--- src/rtl/id_ex_stage_if.sv ---
// Decoded-instruction bus: one instance carries ID fields into the stage,
// another carries the registered ID/EX fields out to execute/forwarding.
// Ports: master drives every field, slave samples every field.
interface id_ex_stage_if #(
  parameter int XLEN = 32
);
  logic            valid;
  logic [XLEN-1:0] pc;
  logic [XLEN-1:0] imm;
  logic [4:0]      rs1;
  logic [4:0]      rs2;
  logic [4:0]      rd;
  logic            uses_rs1;
  logic            uses_rs2;
  logic [XLEN-1:0] rs1_data;
  logic [XLEN-1:0] rs2_data;
  logic [3:0]      alu_op;
  logic            alu_src;
  logic            mem_read;
  logic            mem_write;
  logic            reg_write;
  logic            mem_to_reg;
  logic            branch;
  logic            jump;

  modport master (
    output valid, pc, imm, rs1, rs2, rd, uses_rs1, uses_rs2, rs1_data, rs2_data,
           alu_op, alu_src, mem_read, mem_write, reg_write, mem_to_reg, branch, jump
  );

  modport slave (
    input  valid, pc, imm, rs1, rs2, rd, uses_rs1, uses_rs2, rs1_data, rs2_data,
           alu_op, alu_src, mem_read, mem_write, reg_write, mem_to_reg, branch, jump
  );
endinterface

--- src/rtl/id_ex_stage.sv ---
// ID/EX pipeline register with load-use detection, bubble insertion, branch flush and WB bypass.
// Latency: one cycle ID -> ID/EX; stall_if_id is combinational in the same cycle as the ID inputs.
// Backpressure: mem_stall freezes everything; a load-use hazard holds IF/ID and injects one bubble.
// Ports: clk/rst; id (slave bus from decode); wb_* register-file write port; ex_flush; mem_stall;
//        stall_if_id; id_ex (master bus to execute/forwarding); load_use_count, flush_count.
module id_ex_stage #(
  parameter int XLEN  = 32,
  parameter int CNT_W = 16
) (
  input  logic             clk,
  input  logic             rst,
  id_ex_stage_if.slave     id,
  input  logic             wb_reg_write,
  input  logic [4:0]       wb_rd,
  input  logic [XLEN-1:0]  wb_data,
  input  logic             ex_flush,
  input  logic             mem_stall,
  output logic             stall_if_id,
  id_ex_stage_if.master    id_ex,
  output logic [CNT_W-1:0] load_use_count,
  output logic [CNT_W-1:0] flush_count
);

  typedef struct packed {
    logic            valid;
    logic [XLEN-1:0] pc;
    logic [XLEN-1:0] imm;
    logic [4:0]      rs1;
    logic [4:0]      rs2;
    logic [4:0]      rd;
    logic            uses_rs1;
    logic            uses_rs2;
    logic [XLEN-1:0] rs1_data;
    logic [XLEN-1:0] rs2_data;
    logic [3:0]      alu_op;
    logic            alu_src;
    logic            mem_read;
    logic            mem_write;
    logic            reg_write;
    logic            mem_to_reg;
    logic            branch;
    logic            jump;
  } stage_t;

  stage_t          st;
  stage_t          cap;
  logic            lu;
  logic            byp_rs1;
  logic            byp_rs2;
  logic [CNT_W-1:0] lu_cnt;
  logic [CNT_W-1:0] fl_cnt;

  // The register file writes at the end of this cycle, so a same-cycle read
  // would see stale data; forward the write value instead. x0 is never bypassed.
  assign byp_rs1 = wb_reg_write && (wb_rd != 5'd0) && (wb_rd == id.rs1);
  assign byp_rs2 = wb_reg_write && (wb_rd != 5'd0) && (wb_rd == id.rs2);

  // A load in EX cannot forward its data to an ID consumer in time.
  assign lu = id.valid && st.valid && st.mem_read && (st.rd != 5'd0) &&
              ((id.uses_rs1 && (id.rs1 == st.rd)) ||
               (id.uses_rs2 && (id.rs2 == st.rd)));

  // A flush discards the wrong-path ID instruction, so there is nothing to hold.
  assign stall_if_id = mem_stall || (lu && !ex_flush);

  always_comb begin
    cap            = '0;
    cap.valid      = id.valid;
    cap.pc         = id.pc;
    cap.imm        = id.imm;
    cap.rs1        = id.rs1;
    cap.rs2        = id.rs2;
    cap.rd         = id.rd;
    cap.uses_rs1   = id.uses_rs1;
    cap.uses_rs2   = id.uses_rs2;
    cap.rs1_data   = byp_rs1 ? wb_data : id.rs1_data;
    cap.rs2_data   = byp_rs2 ? wb_data : id.rs2_data;
    cap.alu_op     = id.alu_op;
    cap.alu_src    = id.alu_src;
    cap.mem_read   = id.mem_read;
    cap.mem_write  = id.mem_write;
    cap.reg_write  = id.reg_write;
    cap.mem_to_reg = id.mem_to_reg;
    cap.branch     = id.branch;
    cap.jump       = id.jump;
  end

  // A bubble is all-zero: invalid, no control side effects, and rs/rd of 0
  // so the forwarding unit never matches it.
  always_ff @(posedge clk) begin
    if (rst) begin
      st     <= '0;
      lu_cnt <= '0;
      fl_cnt <= '0;
    end else if (mem_stall) begin
      // hold everything; a pending ex_flush is re-raised by the branch still in EX
      st     <= st;
    end else if (ex_flush) begin
      st <= '0;
      if (fl_cnt != {CNT_W{1'b1}}) fl_cnt <= fl_cnt + CNT_W'(1);
    end else if (lu) begin
      st <= '0;
      if (lu_cnt != {CNT_W{1'b1}}) lu_cnt <= lu_cnt + CNT_W'(1);
    end else begin
      st <= cap;
    end
  end

  assign load_use_count = lu_cnt;
  assign flush_count    = fl_cnt;

  assign id_ex.valid      = st.valid;
  assign id_ex.pc         = st.pc;
  assign id_ex.imm        = st.imm;
  assign id_ex.rs1        = st.rs1;
  assign id_ex.rs2        = st.rs2;
  assign id_ex.rd         = st.rd;
  assign id_ex.uses_rs1   = st.uses_rs1;
  assign id_ex.uses_rs2   = st.uses_rs2;
  assign id_ex.rs1_data   = st.rs1_data;
  assign id_ex.rs2_data   = st.rs2_data;
  assign id_ex.alu_op     = st.alu_op;
  assign id_ex.alu_src    = st.alu_src;
  assign id_ex.mem_read   = st.mem_read;
  assign id_ex.mem_write  = st.mem_write;
  assign id_ex.reg_write  = st.reg_write;
  assign id_ex.mem_to_reg = st.mem_to_reg;
  assign id_ex.branch     = st.branch;
  assign id_ex.jump       = st.jump;

endmodule

--- src/flat_wrapper.sv ---
// flat-port wrapper written by rule: the top's interface ports become plain ports
module id_ex_stage_flat 
#(
  parameter int XLEN  = 32,
  parameter int CNT_W = 16
)
  (clk, rst, wb_reg_write, wb_rd, wb_data, ex_flush, mem_stall, stall_if_id, load_use_count, flush_count, id_valid, id_pc, id_imm, id_rs1, id_rs2, id_rd, id_uses_rs1, id_uses_rs2, id_rs1_data, id_rs2_data, id_alu_op, id_alu_src, id_mem_read, id_mem_write, id_reg_write, id_mem_to_reg, id_branch, id_jump, id_ex_valid, id_ex_pc, id_ex_imm, id_ex_rs1, id_ex_rs2, id_ex_rd, id_ex_uses_rs1, id_ex_uses_rs2, id_ex_rs1_data, id_ex_rs2_data, id_ex_alu_op, id_ex_alu_src, id_ex_mem_read, id_ex_mem_write, id_ex_reg_write, id_ex_mem_to_reg, id_ex_branch, id_ex_jump);
  id_ex_stage_if #(.XLEN(XLEN)) id_i ();
  id_ex_stage_if #(.XLEN(XLEN)) id_ex_i ();
  input  logic clk;
  input  logic rst;
  input  logic wb_reg_write;
  input  logic [4:0] wb_rd;
  input  logic [XLEN-1:0] wb_data;
  input  logic ex_flush;
  input  logic mem_stall;
  output logic stall_if_id;
  output logic [CNT_W-1:0] load_use_count;
  output logic [CNT_W-1:0] flush_count;
  input wire logic [$bits(id_i.valid)-1:0] id_valid;
  input wire logic [$bits(id_i.pc)-1:0] id_pc;
  input wire logic [$bits(id_i.imm)-1:0] id_imm;
  input wire logic [$bits(id_i.rs1)-1:0] id_rs1;
  input wire logic [$bits(id_i.rs2)-1:0] id_rs2;
  input wire logic [$bits(id_i.rd)-1:0] id_rd;
  input wire logic [$bits(id_i.uses_rs1)-1:0] id_uses_rs1;
  input wire logic [$bits(id_i.uses_rs2)-1:0] id_uses_rs2;
  input wire logic [$bits(id_i.rs1_data)-1:0] id_rs1_data;
  input wire logic [$bits(id_i.rs2_data)-1:0] id_rs2_data;
  input wire logic [$bits(id_i.alu_op)-1:0] id_alu_op;
  input wire logic [$bits(id_i.alu_src)-1:0] id_alu_src;
  input wire logic [$bits(id_i.mem_read)-1:0] id_mem_read;
  input wire logic [$bits(id_i.mem_write)-1:0] id_mem_write;
  input wire logic [$bits(id_i.reg_write)-1:0] id_reg_write;
  input wire logic [$bits(id_i.mem_to_reg)-1:0] id_mem_to_reg;
  input wire logic [$bits(id_i.branch)-1:0] id_branch;
  input wire logic [$bits(id_i.jump)-1:0] id_jump;
  output wire logic [$bits(id_ex_i.valid)-1:0] id_ex_valid;
  output wire logic [$bits(id_ex_i.pc)-1:0] id_ex_pc;
  output wire logic [$bits(id_ex_i.imm)-1:0] id_ex_imm;
  output wire logic [$bits(id_ex_i.rs1)-1:0] id_ex_rs1;
  output wire logic [$bits(id_ex_i.rs2)-1:0] id_ex_rs2;
  output wire logic [$bits(id_ex_i.rd)-1:0] id_ex_rd;
  output wire logic [$bits(id_ex_i.uses_rs1)-1:0] id_ex_uses_rs1;
  output wire logic [$bits(id_ex_i.uses_rs2)-1:0] id_ex_uses_rs2;
  output wire logic [$bits(id_ex_i.rs1_data)-1:0] id_ex_rs1_data;
  output wire logic [$bits(id_ex_i.rs2_data)-1:0] id_ex_rs2_data;
  output wire logic [$bits(id_ex_i.alu_op)-1:0] id_ex_alu_op;
  output wire logic [$bits(id_ex_i.alu_src)-1:0] id_ex_alu_src;
  output wire logic [$bits(id_ex_i.mem_read)-1:0] id_ex_mem_read;
  output wire logic [$bits(id_ex_i.mem_write)-1:0] id_ex_mem_write;
  output wire logic [$bits(id_ex_i.reg_write)-1:0] id_ex_reg_write;
  output wire logic [$bits(id_ex_i.mem_to_reg)-1:0] id_ex_mem_to_reg;
  output wire logic [$bits(id_ex_i.branch)-1:0] id_ex_branch;
  output wire logic [$bits(id_ex_i.jump)-1:0] id_ex_jump;
  assign id_i.valid = id_valid;
  assign id_i.pc = id_pc;
  assign id_i.imm = id_imm;
  assign id_i.rs1 = id_rs1;
  assign id_i.rs2 = id_rs2;
  assign id_i.rd = id_rd;
  assign id_i.uses_rs1 = id_uses_rs1;
  assign id_i.uses_rs2 = id_uses_rs2;
  assign id_i.rs1_data = id_rs1_data;
  assign id_i.rs2_data = id_rs2_data;
  assign id_i.alu_op = id_alu_op;
  assign id_i.alu_src = id_alu_src;
  assign id_i.mem_read = id_mem_read;
  assign id_i.mem_write = id_mem_write;
  assign id_i.reg_write = id_reg_write;
  assign id_i.mem_to_reg = id_mem_to_reg;
  assign id_i.branch = id_branch;
  assign id_i.jump = id_jump;
  assign id_ex_valid = id_ex_i.valid;
  assign id_ex_pc = id_ex_i.pc;
  assign id_ex_imm = id_ex_i.imm;
  assign id_ex_rs1 = id_ex_i.rs1;
  assign id_ex_rs2 = id_ex_i.rs2;
  assign id_ex_rd = id_ex_i.rd;
  assign id_ex_uses_rs1 = id_ex_i.uses_rs1;
  assign id_ex_uses_rs2 = id_ex_i.uses_rs2;
  assign id_ex_rs1_data = id_ex_i.rs1_data;
  assign id_ex_rs2_data = id_ex_i.rs2_data;
  assign id_ex_alu_op = id_ex_i.alu_op;
  assign id_ex_alu_src = id_ex_i.alu_src;
  assign id_ex_mem_read = id_ex_i.mem_read;
  assign id_ex_mem_write = id_ex_i.mem_write;
  assign id_ex_reg_write = id_ex_i.reg_write;
  assign id_ex_mem_to_reg = id_ex_i.mem_to_reg;
  assign id_ex_branch = id_ex_i.branch;
  assign id_ex_jump = id_ex_i.jump;
  id_ex_stage #(.XLEN(XLEN), .CNT_W(CNT_W)) u_core (.clk(clk), .rst(rst), .id(id_i), .wb_reg_write(wb_reg_write), .wb_rd(wb_rd), .wb_data(wb_data), .ex_flush(ex_flush), .mem_stall(mem_stall), .stall_if_id(stall_if_id), .id_ex(id_ex_i), .load_use_count(load_use_count), .flush_count(flush_count));
endmodule
--- config.mk ---
export PLATFORM = sky130hd
export DESIGN_NAME = id_ex_stage_flat
export DESIGN_NICKNAME = d
export VERILOG_FILES = /design/src/rtl/id_ex_stage_if.sv /design/src/rtl/id_ex_stage.sv /design/src/flat_wrapper.sv
export SDC_FILE = /design/constraint.sdc
export NUM_CORES = 1
export LEC_CHECK = 0
export ABC_AREA = 1
export CAP_MARGIN = 15
export CORE_MARGIN = 8
export CORE_UTILIZATION = 42
export DETAILED_ROUTE_END_ITERATION = 16
export PLACE_DENSITY_LB_ADDON = 0.1
export SLEW_MARGIN = 20
export SYNTH_ARGS = -nofsm -noshare
export SYNTH_HDL_FRONTEND = slang
export SYNTH_SLANG_ARGS = --single-unit
--- constraint.sdc ---
create_clock -name clk -period 1.82 [get_ports clk]
set_input_delay 0.273 -clock clk [delete_from_list [all_inputs] [get_ports clk]]
set_output_delay 0.273 -clock clk [all_outputs]
set_load 0.02 [all_outputs]
==> results.ini, run 1 <==
[status]
status = finished, violations left
violations = setup timing

[synth]
syn_area_um2 = 8480
synth_simple_gate_area_share_pct = 34.8
synth_xor_area_share_pct = 1.34
synth_top_family_by_area = simple AND/OR/NAND/NOR gates
ys_ff_latch = 189
ys_types = 26
syn_inst = 1269
synth_fp_nets = 1470
synth.yosys.warnings = 0
synth_edf_count = 0
synth_compound_area_share_pct = 11.5
ys_seq_area_share_pct = 44.6
synth_flop_cell = dfxtp_1
async_flop_share_pct = 0
synth-adder-area-share_pct = 0.295
syn_avg_cell_area_um2 = 6.68
synth.mux.area_fraction_pct = 0

[global_route]
grt-ovfl-total = 0
antenna_found_initial = 3
gr-usage-all-layers_pct = 26.0
grt_first_pass_wirelength_um = 50700
grt_pass1_vias = 9310
grt_max_degree = 104

[timing]
hold_viol_final = 0
fin_crit_sh_pct = 106
final.setup.tns_ns = -2.59
slew_headroom_pct = 44.5
rsz0062_at_grt = yes
fin_crit_ns = 1.94
worst_pin_slew_ns = 0.832
hold_slack_ns = 0.166
finalMaxSlewViolations = 0
setup_viol = 41
clock_skew_ns = 0.0143
layout_setup_ws_ns = -0.118
fmax_mhz = 516

[pwr]
pwr_density_cell_nw_per_um2 = 700
power_frac_seq_pct = 44.6
p_comb_share_pct = 18.0
p_leak_nw = 5.74
switching_share_pct = 28.1
total_power_mw = 9.74
switching_power_mw = 2.73
p_clk_share_pct = 37.4
internal-power_mw = 7.00
ir_drop_v = 0.000601

[floorplanning]
fp.coreArea_um2 = 20000
die_h_um = 158
dieArea_um2 = 25000
fp.dieW_um = 158
start_util_pct = 42.3
io_pins = 389
fp-row-count = 52

[route]
drt_iter0_markers = 657
drt_pass1_iterations = 5
drtAntennaViolNets = 0
avgRoutedWirePerCell_um = 16.9
routed_wl_um = 33200
vias_per_cell = 4.86
drc_errors = 0
via_count = 9580

[finish]
final_cell_mix = nand2_1 (544), clkdlybuf4s50_1 (365), dfxtp_1 (183), a21oi_1 (162), nand3_1 (84)
stdcell_count = 1971
drive_gt1_share_pct = 9.13
finalNetCount = 1885
fin_util_pct = 69.4
final-seq-area_um2 = 3800
area_delta_synth_final_pct = 64.0
fillers = 1755
mostFrequentLayoutCell = nand2_1
multi_input_area_um2 = 4130

[worst_setup_path]
path_cells = inv_4, buf_4, nand4_1, o21bai_1, inv_2, buf_8, a21oi_4, buf_12, buf_6, bufbuf_16, nand2_1, a21oi_1
start_kind = flop
path_max_fanout = 11
cp.required_ns = 2.18
crit_type = flop to flop
cpMaxStageDelayCell = dfxtp_4
endpoint_kind = flop
critPathTopFamily = buffers and inverters
worst-path-buf-inv = 7
cp_slowest_stage_delay_ns = 0.37
arrival_ns = 2.30

[placed_design]
gp_congestion = 0.918
numPortBuffers = 388
dp_hpwl_um = 24700
placed_cells = 1923

[cts]
numClockSinks = 189
cts.path.max_buffers = 2
cts_tree = built
root_buffer = clkbuf_16
clock_latency_ns = 0.43
h-tree-depth = 4
cts_buffers = 17
clk_pin_slew_ns = 0.08

[flow_run]
cap_violations = 0

[min_path]
min_path_type = input port to flop

[cell usage after synthesis (2+ instances only)]
cell      count  area share [%]
nand2_1     548              24
dfxtp_1     189              45
a21oi_1     167             9.9
nand3_1      84             5.0
nor2_1       75             3.3
inv_1        51             2.3
clkbuf_1     42             1.9
buf_2        19             1.1
nand4_1      16             1.2
o21ai_0      15            0.89
buf_6        11             1.5
nor3_1       10            0.59
xnor2_1       8            0.83
inv_2         6            0.27
o21bai_1      5            0.44
xor2_1        5            0.52
buf_4         4            0.35
buf_1         3            0.13
nor3b_1       3            0.27
ha_1          2            0.30
[worst reg2reg max path: stages, from the launching register on]
cell and delay, ns:
dfxtp_4 0.37, inv_4 0.06, buf_4 0.09, nand4_1 0.10, o21bai_1 0.18, inv_2 0.07, buf_8 0.12, a21oi_4 0.13
buf_12 0.14, buf_6 0.14, bufbuf_16 0.28, nand2_1 0.05, a21oi_1 0.12
[worst paths after layout]
| check | startpoint | endpoint | slack [ns] | depth (start not counted) |
|---|---|---|---|---|
| max | u_core.id_ex.rd[3]$_SDFFE_PP0N_ | u_core.id_ex.rs1_data[6]$_SDFFE_PP0N_ | -0.12 | 12 |
| min | mem_stall | u_core.id_ex.alu_op[3]$_SDFFE_PP0N_ | 0.17 | 3 |
| max reg2reg | u_core.id_ex.rd[3]$_SDFFE_PP0N_ | u_core.id_ex.rs1_data[6]$_SDFFE_PP0N_ | -0.12 | 12 |
| min reg2reg | u_core.id_ex.rs2_data[31]$_SDFFE_PP0N_ | u_core.id_ex.rs2_data[31]$_SDFFE_PP0N_ | 0.46 | 2 |
[cell type report]
type                       instances  area share [%]
inverter                          57            1.58
antenna                            4          0.0720
tap                              270            2.43
clock inverter                    15            1.11
timing repair buffer             474            34.7
multi-input combinational        945            29.7
clock buffer                      17            3.06
sequential                       189            27.3
[metrics by stage]
| stage | setup WS, ns | area [um^2] |
|---|---|---|
| floorplan | 0.0402 | 8480 |
| global placement | -0.563 | 13000 |
| detailed placement | -0.570 | 13000 |
| CTS | -0.104 | 13800 |
| global route | -0.215 | 13900 |
| finish | -0.118 | 13900 |
[what timing repair did]
action / in CTS / in global routing
pin swaps: 6 / 4
gates cloned: 4 / 1
hold buffers: 0 / 0
gates resized for setup: 27 / 31
buffers inserted: 2 / 5
endpoints found under the setup margin: 142 / 192
[cells by family after synthesis]
| logic type | after synthesis |
|---|---|
| AOI/OAI and AO/OA | 190 |
| xor gates and xnor gates | 13 |
| adders and majority gates | 2 |
| buffers and inverters | 136 |
| DFF | 189 |
| and+or+nand+nor | 739 |
[routing by layer]
| layer | vias up | wire length [um] | track usage [%] | part of all wire (%) |
|---|---|---|---|---|
| met3 | 63 | 3290 | 10.0 | 9.9 |
| met2 | 389 | 16000 | 43.5 | 48 |
| met5 | - | 0 | 0 | 0 |
| li1 | 4872 | - | - | - |
| met4 | 0 | 1210 | 10.3 | 3.6 |
| met1 | 4256 | 12700 | 29.3 | 38 |
[power groups by stage]
| stage | clock network (mW) | registers, mW | logic [mW] |
|---|---|---|---|
| 3_3_place_gp | 0 | 4.43 | 1.69 |
| 5_1_grt | 3.92 | 4.36 | 1.89 |
| 2_1_floorplan | 0 | 4.61 | 0.526 |
| 3_5_place_dp | 0 | 4.44 | 1.70 |
| 4_1_cts | 3.73 | 4.34 | 1.75 |
| 6_report | 3.64 | 4.34 | 1.75 |
Power figures use the tool's default switching activity.
==> inputs of run 2 (changes only) <==
GPL_TIMING_DRIVEN = 0   (was not set)
REMOVE_ABC_BUFFERS = 1   (was not set)
SLEW_MARGIN = not set   (was 20)
==> run 2 against run 1 <==
  * The run still ends with setup timing left
  * Fmax fell by 3.9%
  * Register-to-register slack is essentially flat
  * Sequential power is essentially flat
  * Combinational power grew 19%
  * Die area stayed put
  * First-iteration DRC count down 15%
  * Cell area grew 8.3%
  * Setup slack got worse by 0.079 ns
  * Non-clock buffer count down 12
  * Clock power is 5% higher
  * Total power rose by 5.2%
  * Critical path type is now input port to primary output
  * Critical endpoint is now stall_if_id
  * Largest cell class unchanged
  * Highest routed layer is now met5
==> results.ini, run 2 (synthesis gave the netlist of run 1 again) <==
[status]
status = finished, violations left
violations = setup timing

[global_route]
gr-usage-all-layers_pct = 27.5  ; +1.5 points
grt-ovfl-total = 0  ; unchanged
grt_pass1_vias = 9338  ; +0.30%
grt_max_degree = 110  ; +5.8%
antenna_found_initial = 2  ; -1
grt_first_pass_wirelength_um = 52900  ; +4.3%

[route]
drt_iter0_markers = 561  ; -15%
vias_per_cell = 5.13  ; +5.6%
route.met2.wl_um = 18900  ; +18%
drc_errors = 0  ; unchanged
top_layer = met5
met3_wirelength_um = 3380  ; +2.6%
avgRoutedWirePerCell_um = 19.2  ; +14%
routed_wl_um = 37700  ; +13%
met1Wirelength_um = 14100  ; +11%
drtAntennaViolNets = 0  ; unchanged
via_count = 10100  ; +5.1%
drt_pass1_iterations = 5  ; unchanged

[timing]
clock_skew_ns = 0.0157  ; +0.00135 ns
rsz0062_at_grt = yes
fmax_mhz = 496  ; -3.9%
finalMaxSlewViolations = 0  ; unchanged
hold_viol_final = 0  ; unchanged
worst_pin_slew_ns = 0.876  ; +0.0440 ns
layout_setup_ws_ns = -0.197  ; -0.0788 ns
fin_crit_sh_pct = 111  ; +4.3 points
setup_viol = 123  ; +200%
fin_crit_ns = 2.02  ; +0.0788 ns
slew_headroom_pct = 41.6  ; -2.9 points

[placed_design]
dp_hpwl_um = 23200  ; -6.1%
numPortBuffers = 388  ; unchanged
gp_congestion = 0.836  ; -9.0%

[cts]
hold_buffers = 0  ; unchanged
cts.path.max_buffers = 2  ; unchanged
clock_latency_ns = 0.44  ; about the same
numClockSinks = 189  ; unchanged
clk_pin_slew_ns = 0.08  ; about the same
root_buffer = clkbuf_16
cts_buffers = 17  ; unchanged
cts_tree = built
h-tree-depth = 4  ; unchanged

[pwr]
pwr_density_cell_nw_per_um2 = 680  ; -2.8%
total_power_mw = 10.2  ; +5.2%
ir_drop_v = 0.000605  ; +0.69%
p_leak_nw = 6.07  ; +5.7%

[finish]
fillers = 1550  ; -12%
mostFrequentLayoutCell = nand2_1
final_cell_mix = nand2_1 (474), clkdlybuf4s50_1 (362), dfxtp_1 (173), a21oi_1 (84), a21oi_2 (83)
finalNetCount = 1876  ; -0.48%
drive_gt1_share_pct = 19.1  ; +9.9 points
fin_util_pct = 75.1  ; +5.8 points
area_delta_synth_final_pct = 77.6

[flow_run]
cap_violations = 0  ; unchanged

[worst_setup_path]
regToRegSetupSlack_ns = -0.11  ; about the same
crit_type = input port to primary output
cp_slowest_stage_delay_ns = 0.54  ; +0.17 ns
worstReg2RegEnd = u_core.id_ex.rs1_data[24]$_SDFFE_PP0N_
cpMaxStageDelayCell = clkdlybuf4s50_1
rr_worst_depth = 14  ; +2
cp_common_cell = o21bai_1
endpoint_kind = primary output
cp.required_ns = 1.55  ; -0.63 ns
arrival_ns = 1.74  ; -0.56 ns
path_cells = clkdlybuf4s50_1, nand3_1, o21bai_1, inv_2, nand2_4, o21bai_1, buf_4
worstReg2RegStart = u_core.id_ex.rd[2]$_SDFFE_PP0N_
start_kind = input port
path_max_fanout = 4  ; -7

[floorplanning]
fp-row-count = 52  ; unchanged
start_util_pct = 42.3  ; unchanged
fp.dieW_um = 158  ; unchanged
dieArea_um2 = 25000  ; unchanged
die_h_um = 158  ; unchanged
io_pins = 389  ; unchanged
fp.coreArea_um2 = 20000  ; unchanged

[min_path]
hold_start = id_rs1[0]
min_path_type = input port to flop
hold_depth = 3  ; unchanged
hold_path_end = u_core.id_ex.rs1[0]$_SDFFE_PP0N_

run 2: worst max-delay path: cells and delay by family:
kind | cells | cell delay (ns)
buffers and inverters | 3 | 0.87
AO/OA/AOI/OAI | 2 | 0.39
AND/OR/NAND/NOR | 2 | 0.21
run 2: area by class of cell:
class                   count  area (um^2)  share of cell area [%]
flip-flops and latches    189         3820                    25.4
repair buffers            462         5070                    33.6
inverters                  57          225                    1.50
clock inverters            15          164                    1.09
clock buffers              17          425                    2.83
well taps                 270          338                    2.24
diodes                      3         7.51                  0.0499
multi-input cells         948         5010                    33.3
run 2: power breakdown:
| part | internal (mW) | total [mW] | switching (mW) |
|---|---|---|---|
| Clock | 1.86 | 3.81 | 1.95 |
| Sequential | 4.26 | 4.34 | 0.0790 |
| Combinational | 1.03 | 2.09 | 1.06 |
run 2: routing by layer:
metal,global-route usage (%),vias to the layer above
met5,0,-
met4,10.5,2
met3,8.65,84
met2,47.6,427
met1,31.2,4683
li1,-,4872
run 2: how the worst max path moves through the flow:
stage / from / end / slack, ns / depth (start not counted)
2_1_floorplan: u_core.id_ex.rd[0]$_SDFFE_PP0N_ / u_core.id_ex.alu_op[0]$_SDFFE_PP0N_ / -2.75 / 8
3_3_place_gp: mem_stall / u_core.id_ex.imm[9]$_SDFFE_PP0N_ / -9.66 / 6
3_5_place_dp: id_rs2[3] / u_core.id_ex.rs2_data[20]$_SDFFE_PP0N_ / -1.62 / 10
4_1_cts: u_core.id_ex.rd[3]$_SDFFE_PP0N_ / stall_if_id / -0.19 / 9
5_1_grt: u_core.id_ex.rd[3]$_SDFFE_PP0N_ / stall_if_id / -0.25 / 9
6_report: id_valid / stall_if_id / -0.20 / 7
run 2: timing repair:
action | CTS | global route
endpoints found under the setup margin | 194 | 195
pin swaps | 13 | 71
gates cloned | 14 | 7
setup buffers | 30 | 23
resized for setup | 75 | 257
run 2: per-stage QoR:
step	cell area (um^2)	setup WS (ns)	std cells	hold slack (ns)	TNS [ns]
3_3_place_gp	12300	-9.66	1848	0.447	-1678.85
6_report	15100	-0.197	1961	0.204	-4.73
5_1_grt	15100	-0.248	1959	0.217	-19.72
4_1_cts	13900	-0.188	1932	0.239	-4.02
2_1_floorplan	8060	-2.75	1190	0.342	-432.75
3_5_place_dp	12600	-1.62	1857	0.451	-179.07
==> inputs of run 3 (changes only) <==
CAP_MARGIN = 20   (was 15)
==> run 3 against run 2 <==
  * The flow still finishes with violations (setup timing)
  * Highest routed layer unchanged
  * Combinational power shrank 6%
  * Routed wire length shrank 2.1%
  * Clock skew shrank 0.00088 ns
  * Cell area shrank 3.3%
  * Global-route usage shrank 0.12 points
  * Setup slack gained 0.036 ns
  * Register-to-register slack lost 0.05 ns
  * Clock power is essentially flat
  * Largest power group unchanged
  * Non-clock buffer count shrank 14
  * Clock-buffer cell count is the same
  * Critical path type is now flop to flop
  * Worst hold slack gained 0.014 ns
  * Fmax grew 1.8%
==> results.ini, run 3 (synthesis gave the netlist of run 1 again) <==
[flow_run]
cap_violations = 0  ; unchanged

[global_route]
grt_pass1_vias = 9328  ; -0.11%
antenna_found_initial = 3  ; +1
grt_max_degree = 110  ; unchanged
grt_first_pass_wirelength_um = 52600  ; -0.51%
grt-ovfl-total = 0  ; unchanged
gr-usage-all-layers_pct = 27.4  ; -0.12 points

[finish]
finalNetCount = 1862  ; -0.75%
multi_input_area_um2 = 4710  ; -6.1%
final_cell_mix = nand2_1 (500), clkdlybuf4s50_1 (363), dfxtp_1 (177), a21oi_1 (128), nand3_1 (79)
drive_gt1_share_pct = 14.0  ; -5.1 points
final-seq-area_um2 = 3820  ; -0.13%
fin_util_pct = 72.6  ; -2.5 points
area_delta_synth_final_pct = 71.7
fillers = 1609  ; +3.8%
mostFrequentLayoutCell = nand2_1

[placed_design]
place_ws_ns = -1.61  ; +0.00489 ns
numPortBuffers = 388  ; unchanged
gp_congestion = 0.836  ; unchanged
dp_hpwl_um = 23100  ; -0.14%

[worst_setup_path]
worst-path-buf-inv = 6  ; +3
start_kind = flop
worstReg2RegStart = u_core.id_ex.rd[0]$_SDFFE_PP0N_
cpMaxStageDelayCell = dfxtp_4
path_cells = inv_4, nand4_1, o21bai_1, inv_2, buf_8, a21oi_4, buf_12, buf_12, clkbuf_16, nand2_1, a21oi_2
worstReg2RegEnd = u_core.id_ex.imm[0]$_SDFFE_PP0N_
rr_worst_depth = 11  ; -3
arrival_ns = 2.34  ; +0.60 ns
path_max_fanout = 11  ; +7
regToRegSetupSlack_ns = -0.16  ; -0.05 ns
critPathTopFamily = buffers and inverters
cp_num_cells = 11  ; +4
endpoint_kind = flop
cp.required_ns = 2.18  ; +0.63 ns
cp_common_cell = buf_12
crit_type = flop to flop
cp_slowest_stage_delay_ns = 0.36  ; -0.18 ns

[floorplanning]
dieArea_um2 = 25000  ; unchanged
io_pins = 389  ; unchanged
start_util_pct = 42.3  ; unchanged
fp.dieW_um = 158  ; unchanged
die_h_um = 158  ; unchanged
fp.coreArea_um2 = 20000  ; unchanged
fp-row-count = 52  ; unchanged

[pwr]
p_leak_nw = 5.87  ; -3.2%
ir_drop_v = 0.000594  ; -1.9%
total_power_mw = 10.1  ; -1.4%
pwr_density_cell_nw_per_um2 = 694  ; +2.0%

[cts]
h-tree-depth = 4  ; unchanged
clock_latency_ns = 0.44  ; about the same
root_buffer = clkbuf_16
hold_buffers = 0  ; unchanged
numClockSinks = 189  ; unchanged
cts_buffers = 17  ; unchanged
cts.path.max_buffers = 2  ; unchanged
clk_pin_slew_ns = 0.08  ; about the same
cts_tree = built

[route]
drt_iter0_markers = 570  ; +1.6%
drt_pass1_iterations = 5  ; unchanged
vias_per_cell = 5.11  ; -0.43%
routed_wl_um = 36900  ; -2.1%
met1Wirelength_um = 13900  ; -1.4%
route.met2.wl_um = 18300  ; -3.3%
met3_wirelength_um = 3300  ; -2.2%
avgRoutedWirePerCell_um = 18.9  ; -1.4%
via_count = 9953  ; -1.1%
drc_errors = 0  ; unchanged
drtAntennaViolNets = 0  ; unchanged
top_layer = met5

[timing]
fin_crit_sh_pct = 109  ; -2.0 points
hold_viol_final = 0  ; unchanged
fmax_mhz = 505  ; +1.8%
rsz0062_at_grt = yes
worst_pin_slew_ns = 0.811  ; -0.0650 ns
slew_headroom_pct = 45.9  ; +4.3 points
clock_skew_ns = 0.0148  ; -0.000880 ns
finalMaxSlewViolations = 0  ; unchanged
setup_viol = 130  ; +5.7%
layout_setup_ws_ns = -0.161  ; +0.0361 ns
hold_slack_ns = 0.218  ; +0.0142 ns
fin_crit_ns = 1.98  ; -0.0361 ns

[min_path]
hold_path_end = u_core.id_ex.rs2[0]$_SDFFE_PP0N_
hold_depth = 3  ; unchanged
hold_start = id_rs2[0]
min_path_type = input port to flop

[status]
violations = setup timing
status = finished, violations left

[run 3: how the worst max path moves through the flow]
stage | start | to | slack, ns
6_report | u_core.id_ex.rd[0]$_SDFFE_PP0N_ | u_core.id_ex.imm[0]$_SDFFE_PP0N_ | -0.16
5_1_grt | wb_rd[2] | u_core.id_ex.rs2_data[11]$_SDFFE_PP0N_ | -0.24
4_1_cts | u_core.id_ex.rd[3]$_SDFFE_PP0N_ | stall_if_id | -0.16
3_5_place_dp | id_rs2[3] | u_core.id_ex.rs2_data[20]$_SDFFE_PP0N_ | -1.61
3_3_place_gp | mem_stall | u_core.id_ex.imm[9]$_SDFFE_PP0N_ | -9.66
2_1_floorplan | u_core.id_ex.rd[0]$_SDFFE_PP0N_ | u_core.id_ex.alu_op[0]$_SDFFE_PP0N_ | -2.75
[run 3: power breakdown]
part	total, mW	internal [mW]	switching [mW]	leakage (nW)
clock	3.80	1.86	1.93	0.284
combinational	1.97	0.967	0.999	4.04
sequential	4.34	4.26	0.0781	1.55
[run 3: timing repair]
action / CTS / global route
setup endpoints to repair: 195 / 193
resized for setup: 69 / 153
cloned: 10 / 8
buffers inserted: 26 / 15
pin swaps: 13 / 47
[run 3: tightest hold or removal path, delay by kind of cell]
kind	cells	cell delay, ns
AOI/OAI and AO/OA	1	0.05
buffers and inverters	1	0.19
and+or+nand+nor	1	0.09
[run 3: cell type report]
cell class	count	share of cell area [%]
antenna	3	0.0516
clock buffer	17	2.92
clock inverter	15	1.13
inverter	57	1.55
multi-input combinational	948	32.3
sequential	189	26.2
tap	270	2.32
timing repair buffer	448	33.5
[run 3: stage by stage]
step	cell area (um^2)	setup TNS, ns	instances
floorplan	8060	-432.75	1190
global placement	12300	-1678.85	1848
detailed placement	12600	-177.56	1857
CTS	13800	-15.48	1925
global route	14600	-18.49	1947
finish	14600	-7.61	1947
[run 3: per-layer routing]
| layer | up-vias | track usage [%] |
|---|---|---|
| li1 | 4841 | - |
| met2 | 439 | 47.3 |
| met4 | 2 | 11.2 |
| met1 | 4583 | 30.7 |
| met3 | 88 | 8.76 |
| met5 | - | 0 |
